File: src/rtl/ofd4_pkg.sv
`default_nettype none
// ============================================================================
// Module   : ofd4_pkg
// Brief    : Shared types and helpers for the ofd4 pad-bank arbiter.
// Revision : 1.0
// ============================================================================
package ofd4_pkg;

    localparam int OFD4_W = 4;

    typedef enum logic [1:0] {
        ST_IDLE  = 2'd0,
        ST_BURST = 2'd1,
        ST_GAP   = 2'd2
    } state_t;

    function automatic int clog2(input int value);
        int r;
        int v;
        r = 0;
        v = value - 1;
        while (v > 0) begin
            r = r + 1;
            v = v >> 1;
        end
        return r;
    endfunction

endpackage
`default_nettype wire

File: src/rtl/ofd4_rr_pick.sv
`default_nettype none
// ============================================================================
// Module   : ofd4_rr_pick
// Brief    : One-hot circular priority picker starting at PTR.
// Revision : 1.0
// ============================================================================
module ofd4_rr_pick
    import ofd4_pkg::*;
#(
    parameter int NREQ = 4,
    parameter int PW   = clog2(NREQ)
) (
    input  logic [NREQ-1:0] REQ,
    input  logic [PW-1:0]   PTR,
    output logic [NREQ-1:0] SEL
);

    logic [NREQ-1:0] w_hi_req;
    logic            w_found_hi;
    logic            w_found_lo;

    // Requests at or above PTR win; otherwise wrap to the lowest request.
    always_comb begin
        w_hi_req   = '0;
        SEL        = '0;
        w_found_hi = 1'b0;
        w_found_lo = 1'b0;
        for (int i = 0; i < NREQ; i++) begin
            w_hi_req[i] = REQ[i] && (i >= int'(PTR));
        end
        for (int i = 0; i < NREQ; i++) begin
            if (w_hi_req[i] && !w_found_hi) begin
                SEL[i]     = 1'b1;
                w_found_hi = 1'b1;
            end
        end
        if (!w_found_hi) begin
            for (int i = 0; i < NREQ; i++) begin
                if (REQ[i] && !w_found_lo) begin
                    SEL[i]     = 1'b1;
                    w_found_lo = 1'b1;
                end
            end
        end
    end

endmodule
`default_nettype wire

File: src/rtl/ofd4_arb.sv
`default_nettype none
// ============================================================================
// Module   : ofd4_arb
// Brief    : Round-robin burst arbiter feeding a shared 4-bit pad register.
// Revision : 1.0
// ============================================================================
module ofd4_arb
    import ofd4_pkg::*;
#(
    parameter int                NREQ = 4,
    parameter int                GAP  = 2,
    parameter int                MAXB = 16,
    parameter logic [OFD4_W-1:0] IDLE = 4'h0
) (
    input  logic                     CK,
    input  logic                     RN,
    input  logic [NREQ-1:0]          VLD,
    input  logic [NREQ-1:0]          LST,
    input  logic [OFD4_W*NREQ-1:0]   DAT,
    output logic [NREQ-1:0]          RDY,
    output logic [OFD4_W-1:0]        D,
    output logic                     ACT,
    output logic [NREQ-1:0]          GNT,
    output logic                     ABRT
);

    localparam int             PW     = clog2(NREQ);
    localparam int             BCW    = clog2(MAXB + 1);
    localparam logic [3:0]     GAP_LD = (GAP > 0) ? 4'(GAP - 1) : 4'd0;
    localparam logic [BCW-1:0] BC_MAX = BCW'(MAXB);

    state_t              state_q, state_d;
    logic [NREQ-1:0]     gnt_q,   gnt_d;
    logic [PW-1:0]       ptr_q,   ptr_d;
    logic [BCW-1:0]      bc_q,    bc_d;
    logic [3:0]          gap_q,   gap_d;
    logic [OFD4_W-1:0]   d_q,     d_d;
    logic                act_q,   act_d;
    logic                abrt_q,  abrt_d;

    logic [NREQ-1:0]     w_sel;
    logic [NREQ-1:0]     w_rdy;
    logic                w_acc;
    logic                w_lst;
    logic [OFD4_W-1:0]   w_dat;
    logic [BCW-1:0]      w_bc_inc;

    ofd4_rr_pick #(
        .NREQ (NREQ),
        .PW   (PW)
    ) u_pick (
        .REQ (VLD),
        .PTR (ptr_q),
        .SEL (w_sel)
    );

    assign w_rdy    = (state_q == ST_BURST) ? gnt_q : '0;
    assign w_acc    = |(VLD & w_rdy);
    assign w_lst    = |(LST & gnt_q);
    assign w_bc_inc = bc_q + BCW'(1);

    // GNT is one-hot, so OR-ing the masked nibbles selects the owner's data.
    always_comb begin
        w_dat = '0;
        for (int i = 0; i < NREQ; i++) begin
            if (gnt_q[i]) begin
                w_dat = w_dat | DAT[OFD4_W*i +: OFD4_W];
            end
        end
    end

    always_comb begin
        state_d = state_q;
        gnt_d   = gnt_q;
        ptr_d   = ptr_q;
        bc_d    = bc_q;
        gap_d   = gap_q;
        d_d     = IDLE;
        act_d   = 1'b0;
        abrt_d  = 1'b0;
        case (state_q)
            ST_IDLE: begin
                if (|VLD) begin
                    gnt_d   = w_sel;
                    bc_d    = '0;
                    state_d = ST_BURST;
                    for (int i = 0; i < NREQ; i++) begin
                        if (w_sel[i]) begin
                            ptr_d = (i == NREQ - 1) ? '0 : PW'(i + 1);
                        end
                    end
                end
            end
            ST_BURST: begin
                if (w_acc) begin
                    d_d   = w_dat;
                    act_d = 1'b1;
                    bc_d  = w_bc_inc;
                    // A beat carrying LST is a normal close even at the limit.
                    if (w_lst || (w_bc_inc == BC_MAX)) begin
                        abrt_d = !w_lst;
                        gnt_d  = '0;
                        if (GAP > 0) begin
                            state_d = ST_GAP;
                            gap_d   = GAP_LD;
                        end else begin
                            state_d = ST_IDLE;
                        end
                    end
                end
            end
            ST_GAP: begin
                if (gap_q == 4'd0) begin
                    state_d = ST_IDLE;
                end else begin
                    gap_d = gap_q - 4'd1;
                end
            end
            default: begin
                state_d = ST_IDLE;
            end
        endcase
    end

    always_ff @(posedge CK or negedge RN) begin
        if (!RN) begin
            state_q <= ST_IDLE;
            gnt_q   <= '0;
            ptr_q   <= '0;
            bc_q    <= '0;
            gap_q   <= 4'd0;
            d_q     <= IDLE;
            act_q   <= 1'b0;
            abrt_q  <= 1'b0;
        end else begin
            state_q <= state_d;
            gnt_q   <= gnt_d;
            ptr_q   <= ptr_d;
            bc_q    <= bc_d;
            gap_q   <= gap_d;
            d_q     <= d_d;
            act_q   <= act_d;
            abrt_q  <= abrt_d;
        end
    end

    assign RDY  = w_rdy;
    assign GNT  = gnt_q;
    assign D    = d_q;
    assign ACT  = act_q;
    assign ABRT = abrt_q;

endmodule
`default_nettype wire

File: config.mk
export PLATFORM = sky130hd
export DESIGN_NAME = ofd4_arb
export DESIGN_NICKNAME = d
export VERILOG_FILES = /design/src/rtl/ofd4_pkg.sv /design/src/rtl/ofd4_rr_pick.sv /design/src/rtl/ofd4_arb.sv
export SDC_FILE = /design/constraint.sdc
export NUM_CORES = 1
export LEC_CHECK = 0
export ABC_CLOCK_PERIOD_IN_PS = 2100
export CELL_PAD_IN_SITES_DETAIL_PLACEMENT = 0
export CELL_PAD_IN_SITES_GLOBAL_PLACEMENT = 2
export CORE_AREA = 2 2 73 75
export DETAILED_ROUTE_END_ITERATION = 16
export DIE_AREA = 0 0 75 77
export PLACE_DENSITY_LB_ADDON = 0.05
export SLEW_MARGIN = 20
export SYNTH_ARGS = -nofsm -noshare
export SYNTH_HDL_FRONTEND = slang
export SYNTH_SLANG_ARGS = --single-unit
File: constraint.sdc
create_clock -name CK -period 2.1 [get_ports CK]
set_input_delay 0.63 -clock CK [delete_from_list [all_inputs] [get_ports CK]]
set_output_delay 0.63 -clock CK [all_outputs]
set_load 0.02 [all_outputs]
# Yosys cells after proc, flatten, opt, wreduce, memory -nomap -nowiden
# Cells that the tools add are included.
# totals
register_bits	23
output_inout_bits	14
in_bits	26
# op_classes
n_mux	50
eq_ne	8
add_sub_neg	2
n_reduce_logical	30
bitwise_logic	5
n_lt_le_gt_ge	3
# ops
op	count
two-way mux 4 bit	14
two-way mux 1 bit	22
two-way mux 2 bit	8
one-hot mux 4 bit (2 select lines)	2
OR 4 bit	3
AND reduction 4 bit	3
OR reduction 4 bit	3
two-way mux 5 bit	2
one-hot mux 5 bit (2 select lines)	1
logical AND 1 bit	9
AND 4 bit	2
!= test 2 bit, second input constant	4
logical NOT 1 bit	7
one-hot mux 2 bit (3 select lines)	1
AND reduction 3 bit	2
adder 5 x 1 -> 5 bit, second input constant	1
== test 5 bit, second input constant	1
>= comparator 1 x 2 -> 1 bit, first input constant	2
logical NOT 4 bit	1
nonzero test 2 bit	2
nonzero test 4 bit	1
subtractor 4 x 1 -> 4 bit, second input constant	1
== test 2 x 1 -> 1 bit, second input constant	1
== test 2 bit, second input constant	1
other kinds (4)	4

# Logic depth before layout (Yosys ltp)
# Gate-level depths: netlist (run 1).
# logic_depth
ltp_word	29
mapped_depth	6
ltp_nobuf	6

# By module
# From an unflattened synthesis (run 1), not the netlist that was laid out.
# unflattened
cells_unflattened	137
area_unflattened_um2	1360.1
# by_module_without_submodules
mod	cells_per_inst	n_inst	seq_area_each_um2	area_per_inst_um2
ofd4_arb	120	1	575.6	1255.0
ofd4_rr_pick	17	1	0.0	105.1

# Worst setup path after synthesis (run 1)
# OpenSTA, ideal clock, no wires.
# synth_path
path_type	in2reg
from	input port VLD[0]
to	register gnt_q[0] (netlist: GNT[0])
n_path_buf	0
required_time_ns	1.972
slack_ns	0.306
cell_stages	4
arrival_ns	1.666
cell_sequence	o41ai_4 -> nand2_2 -> nand2_2 -> mux2_1
# synth_via
elab_chain_cells	14
# synth_lines
element	line_no	text
start: declaration	ofd4_arb.sv:17	input logic [NREQ-1:0] VLD,
logical AND 1 bit	ofd4_rr_pick.sv:29	w_hi_req[i] = REQ[i] && (i >= int'(PTR));
two-way mux 1 bit	ofd4_rr_pick.sv:32	if (w_hi_req[i] && !w_found_hi) begin
logical NOT 1 bit	ofd4_rr_pick.sv:32	
logical AND 1 bit	ofd4_rr_pick.sv:32	
two-way mux 1 bit	ofd4_rr_pick.sv:32	
logical NOT 1 bit	ofd4_rr_pick.sv:32	
logical AND 1 bit	ofd4_rr_pick.sv:32	
two-way mux 1 bit	ofd4_rr_pick.sv:32	
logical NOT 1 bit	ofd4_rr_pick.sv:32	
logical AND 1 bit	ofd4_rr_pick.sv:32	
two-way mux 1 bit	ofd4_rr_pick.sv:32	
two-way mux 4 bit	ofd4_rr_pick.sv:37	if (!w_found_hi) begin
two-way mux 4 bit	ofd4_arb.sv:83	if (|VLD) begin
one-hot mux 4 bit (2 select lines)	ofd4_arb.sv:81	case (state_q)
end signal: assignment	ofd4_arb.sv:137	gnt_q <= gnt_d;
end: declaration	ofd4_arb.sv:33	logic [NREQ-1:0] gnt_q, gnt_d;
# Several ways; a longest one is shown, not always the timed one. The select of a mux whose other input is x is not followed.
# A chain may end at the register's enable or synchronous reset.

# Worst setup path after layout (run 1)
# layout_path
from	input port VLD[0]
to	register gap_q[2]
# layout_via
elab_chain_cells	4
# layout_lines
element	line_no	text
AND 4 bit	ofd4_arb.sv:58	assign w_acc = |(VLD & w_rdy);
OR reduction 4 bit	ofd4_arb.sv:58	
!= test 2 bit (no source line)	n/a	
AND reduction 4 bit (no source line)	n/a	
end signal: assignment	ofd4_arb.sv:140	gap_q <= gap_d;
end: declaration	ofd4_arb.sv:36	logic [3:0] gap_q, gap_d;
# Every way passes these cells.

==> results.json, run 1 <==
{
  "status": "finished clean",
  "worst_pin_slew_ps": 377.2,
  "n_fill_cell": 535,
  "io_pins": 40,
  "critPathRequiredTime_ps": 2250,
  "cts_buffers": 3,
  "postLayoutCellArea_mm2": 0.001926,
  "io_buffer_count": 39,
  "drive_gt1_frac": 0.2073,
  "synth_top_area_cell": "dfrtp_1",
  "viasPerCell": 4.654,
  "irDropWorstVdd_mv": 0.5141,
  "clock_skew_ps": 5.353,
  "synth_area_mm2": 0.001304,
  "grt_pass1_wl_um": 5816,
  "synth_flop_cell": "dfrtp_1",
  "n_antenna_cell": 0,
  "fp.coreArea_mm2": 0.004977,
  "drt-total-wl_um": 3576,
  "leakage_nw": 0.8574,
  "yosysSeqAreaShare": 0.4415,
  "drv_slew": 0,
  "cts_root_buf": "clkbuf_8",
  "grt.overflow.total": 0,
  "cts_buffer_depth": 2,
  "final_cell_mix": "34 x clkdlybuf4s50_1, 23 x dfrtp_1, 21 x buf_4",
  "syn_nets": 165,
  "ys_warn_count": 0,
  "grt_use_total": 0.1309,
  "drtPass1Iterations": 4,
  "num_rows": 26,
  "avgSynthCellArea_um2": 9.586,
  "setup_slack_ps": 108.0,
  "dp_hpwl_um": 2839,
  "drt_iter0_markers": 39,
  "clk_latency_ps": 260,
  "rsz0062_at_grt": "no",
  "post_drt_wl_per_cell_um": 13.60,
  "fin_hold_ws_ps": 531.3,
  "synthCells": 136,
  "cts.hold.buffers_added": 0,
  "gp_congestion": 0.7677,
  "post-cts-setup-buffers": 0,
  "hold_viol_final": 0,
  "synth_cell_types": 41,
  "drc": 0,
  "nets": 223,
  "grt_pass1_vias": 1226,
  "maxCapViolCount": 0,
  "crit_type": "primary input to register",
  "grt_max_degree": 24,
  "worstSetupEndpointType": "register",
  "dpl_worst_slack_ps": -194.9,
  "synth_edf_count": 0,
  "synthTopCellsByArea": "dfrtp_1 44%, a22oi_1 5.8%, a21oi_1 4.2%, nand2_1 3.5%, and2_1 2.9%",
  "antenna_left": 0,
  "placed_area_mm2": 0.001898,
  "ys_ff_latch": 23,
  "die_area_mm2": 0.005775,
  "start_util": 0.2619,
  "setup_violations": 0,
  "die_w_um": 75,
  "cts_max_level": 1,
  "relSlewSlack": 0.7477,
  "antenna_found_initial": 0,
  "powerDensity_mw_per_mm2": 1114,
  "syn2layout_area_growth_pct": 47.70,
  "timing.setup.tns_ps": 0,
  "min_period_ps": 1992,
  "arrival_ps": 2140,
  "min_path_type": "register to register",
  "min_period_over_period": 0.9486,
  "fmax_mhz": 502.0,
  "synthArstFlopShare": 1.000,
  "cts.sinks": 23,
  "netlist.area_leader.share": 0.4415,
  "die_h_um": 77,
  "vias": 1224,
  "clkTransAtPathRegs_ps": 80,
  "path_max_fanout": 5,
  "mostFrequentLayoutCell": "clkdlybuf4s50_1",
  "cts_tree": "yes",
  "cp-start-kind": "primary input"
}
==> final timing paths <==
path	start	end	slack (ps)	depth (start not counted)
max reg2reg	GNT[1]	GNT[0]	420	6
min	bc_q[0]	bc_q[0]	530	1
max	VLD[0]	gap_q[2]	110	7
max in group asynchronous	RN	gap_q[0]	1140	2
min reg2reg	bc_q[0]	bc_q[0]	530	1
min in group asynchronous	RN	D[0]	720	2
==> per-layer routing <==
layer	vias up	GRT usage	wire length, um
li1	609	-	-
met1	591	0.1564	1604
met2	22	0.2316	1801
met3	2	0.02760	145
met4	0	0.03393	24
met5	-	0	0
==> cell families (layout without fill, tap and decap cells) <==
group | count (synthesis) | after routing | synth area share
XOR/XNOR | 2 | 2 | 0.01344
flip-flops | 23 | 23 | 0.4415
AND/OR/NAND/NOR | 49 | 49 | 0.2035
AO/OA/AOI/OAI | 47 | 47 | 0.2610
buffers and inverters | 11 | 68 | 0.04318
multiplexers | 1 | 1 | 0.008637
adder cells (fa/ha/maj) | 3 | 3 | 0.02879
==> sequential cells by signal (all words and copies together) (netlist names) <==
register	count
ABRT	1
ptr_q	2
ACT	1
bc_q	5
D	4
gap_q	4
state_q	2
GNT	4
==> through the flow <==
stage	util	cells	power [mW]
2_1_floorplan	-	136	1.375
3_3_place_gp	0.3813	259	1.913
3_5_place_dp	0.3813	259	1.925
4_1_cts	0.3894	263	2.193
5_1_grt	0.3869	263	2.335
6_report	0.3869	263	2.146
==> critical path, cell delays in order <==
cell,delay [ps]
clkdlybuf4s50_1,550
a22o_2,180
o21ai_2,90
buf_4,150
inv_2,40
nand2_1,120
a311o_1,370
==> layout make-up <==
class                           count  area (um^2)  area share
Tap cell                           70        87.58     0.04548
Clock buffer                        4        45.04     0.02339
Timing Repair Buffer               60        530.5      0.2755
Multi-Input combinational cell    102        671.9      0.3489
Inverter                            4        15.01    0.007797
Sequential cell                    23        575.6      0.2989
==> where the power goes <==
group	internal [mW]	total (mW)	leakage, nW	switching [mW]
Clock	0.135	0.276	0.0228	0.141
Combinational	0.592	1.18	0.532	0.587
Sequential	0.561	0.690	0.302	0.129
==> Yosys cell counts (4+ instances only) <==
library cell / count
dfrtp_1: 23
nand2_1: 12
a21oi_1: 11
a22oi_1: 10
nand3_1: 7
and2_1: 6
o21ai_0: 5
nor2_1: 4
nor3_1: 4
==> timing repair <==
item,CTS,global route
gates cloned,0,0
gates resized for setup,4,9
pin swaps,0,0
endpoints found under the setup margin,4,5
No activity file was read; power rests on OpenSTA's default activity.
==> inputs of run 2 (changes only) <==
ABC_CLOCK_PERIOD_IN_PS = default   (was 2100)
==> results of run 2 <==
Final layout, timing and power as in run 1 (identical DEF).
==> inputs of run 3 (changes only) <==
SLEW_MARGIN = 0   (was 20)
==> results of run 3 <==
Final layout, timing and power as in run 1 (identical DEF).
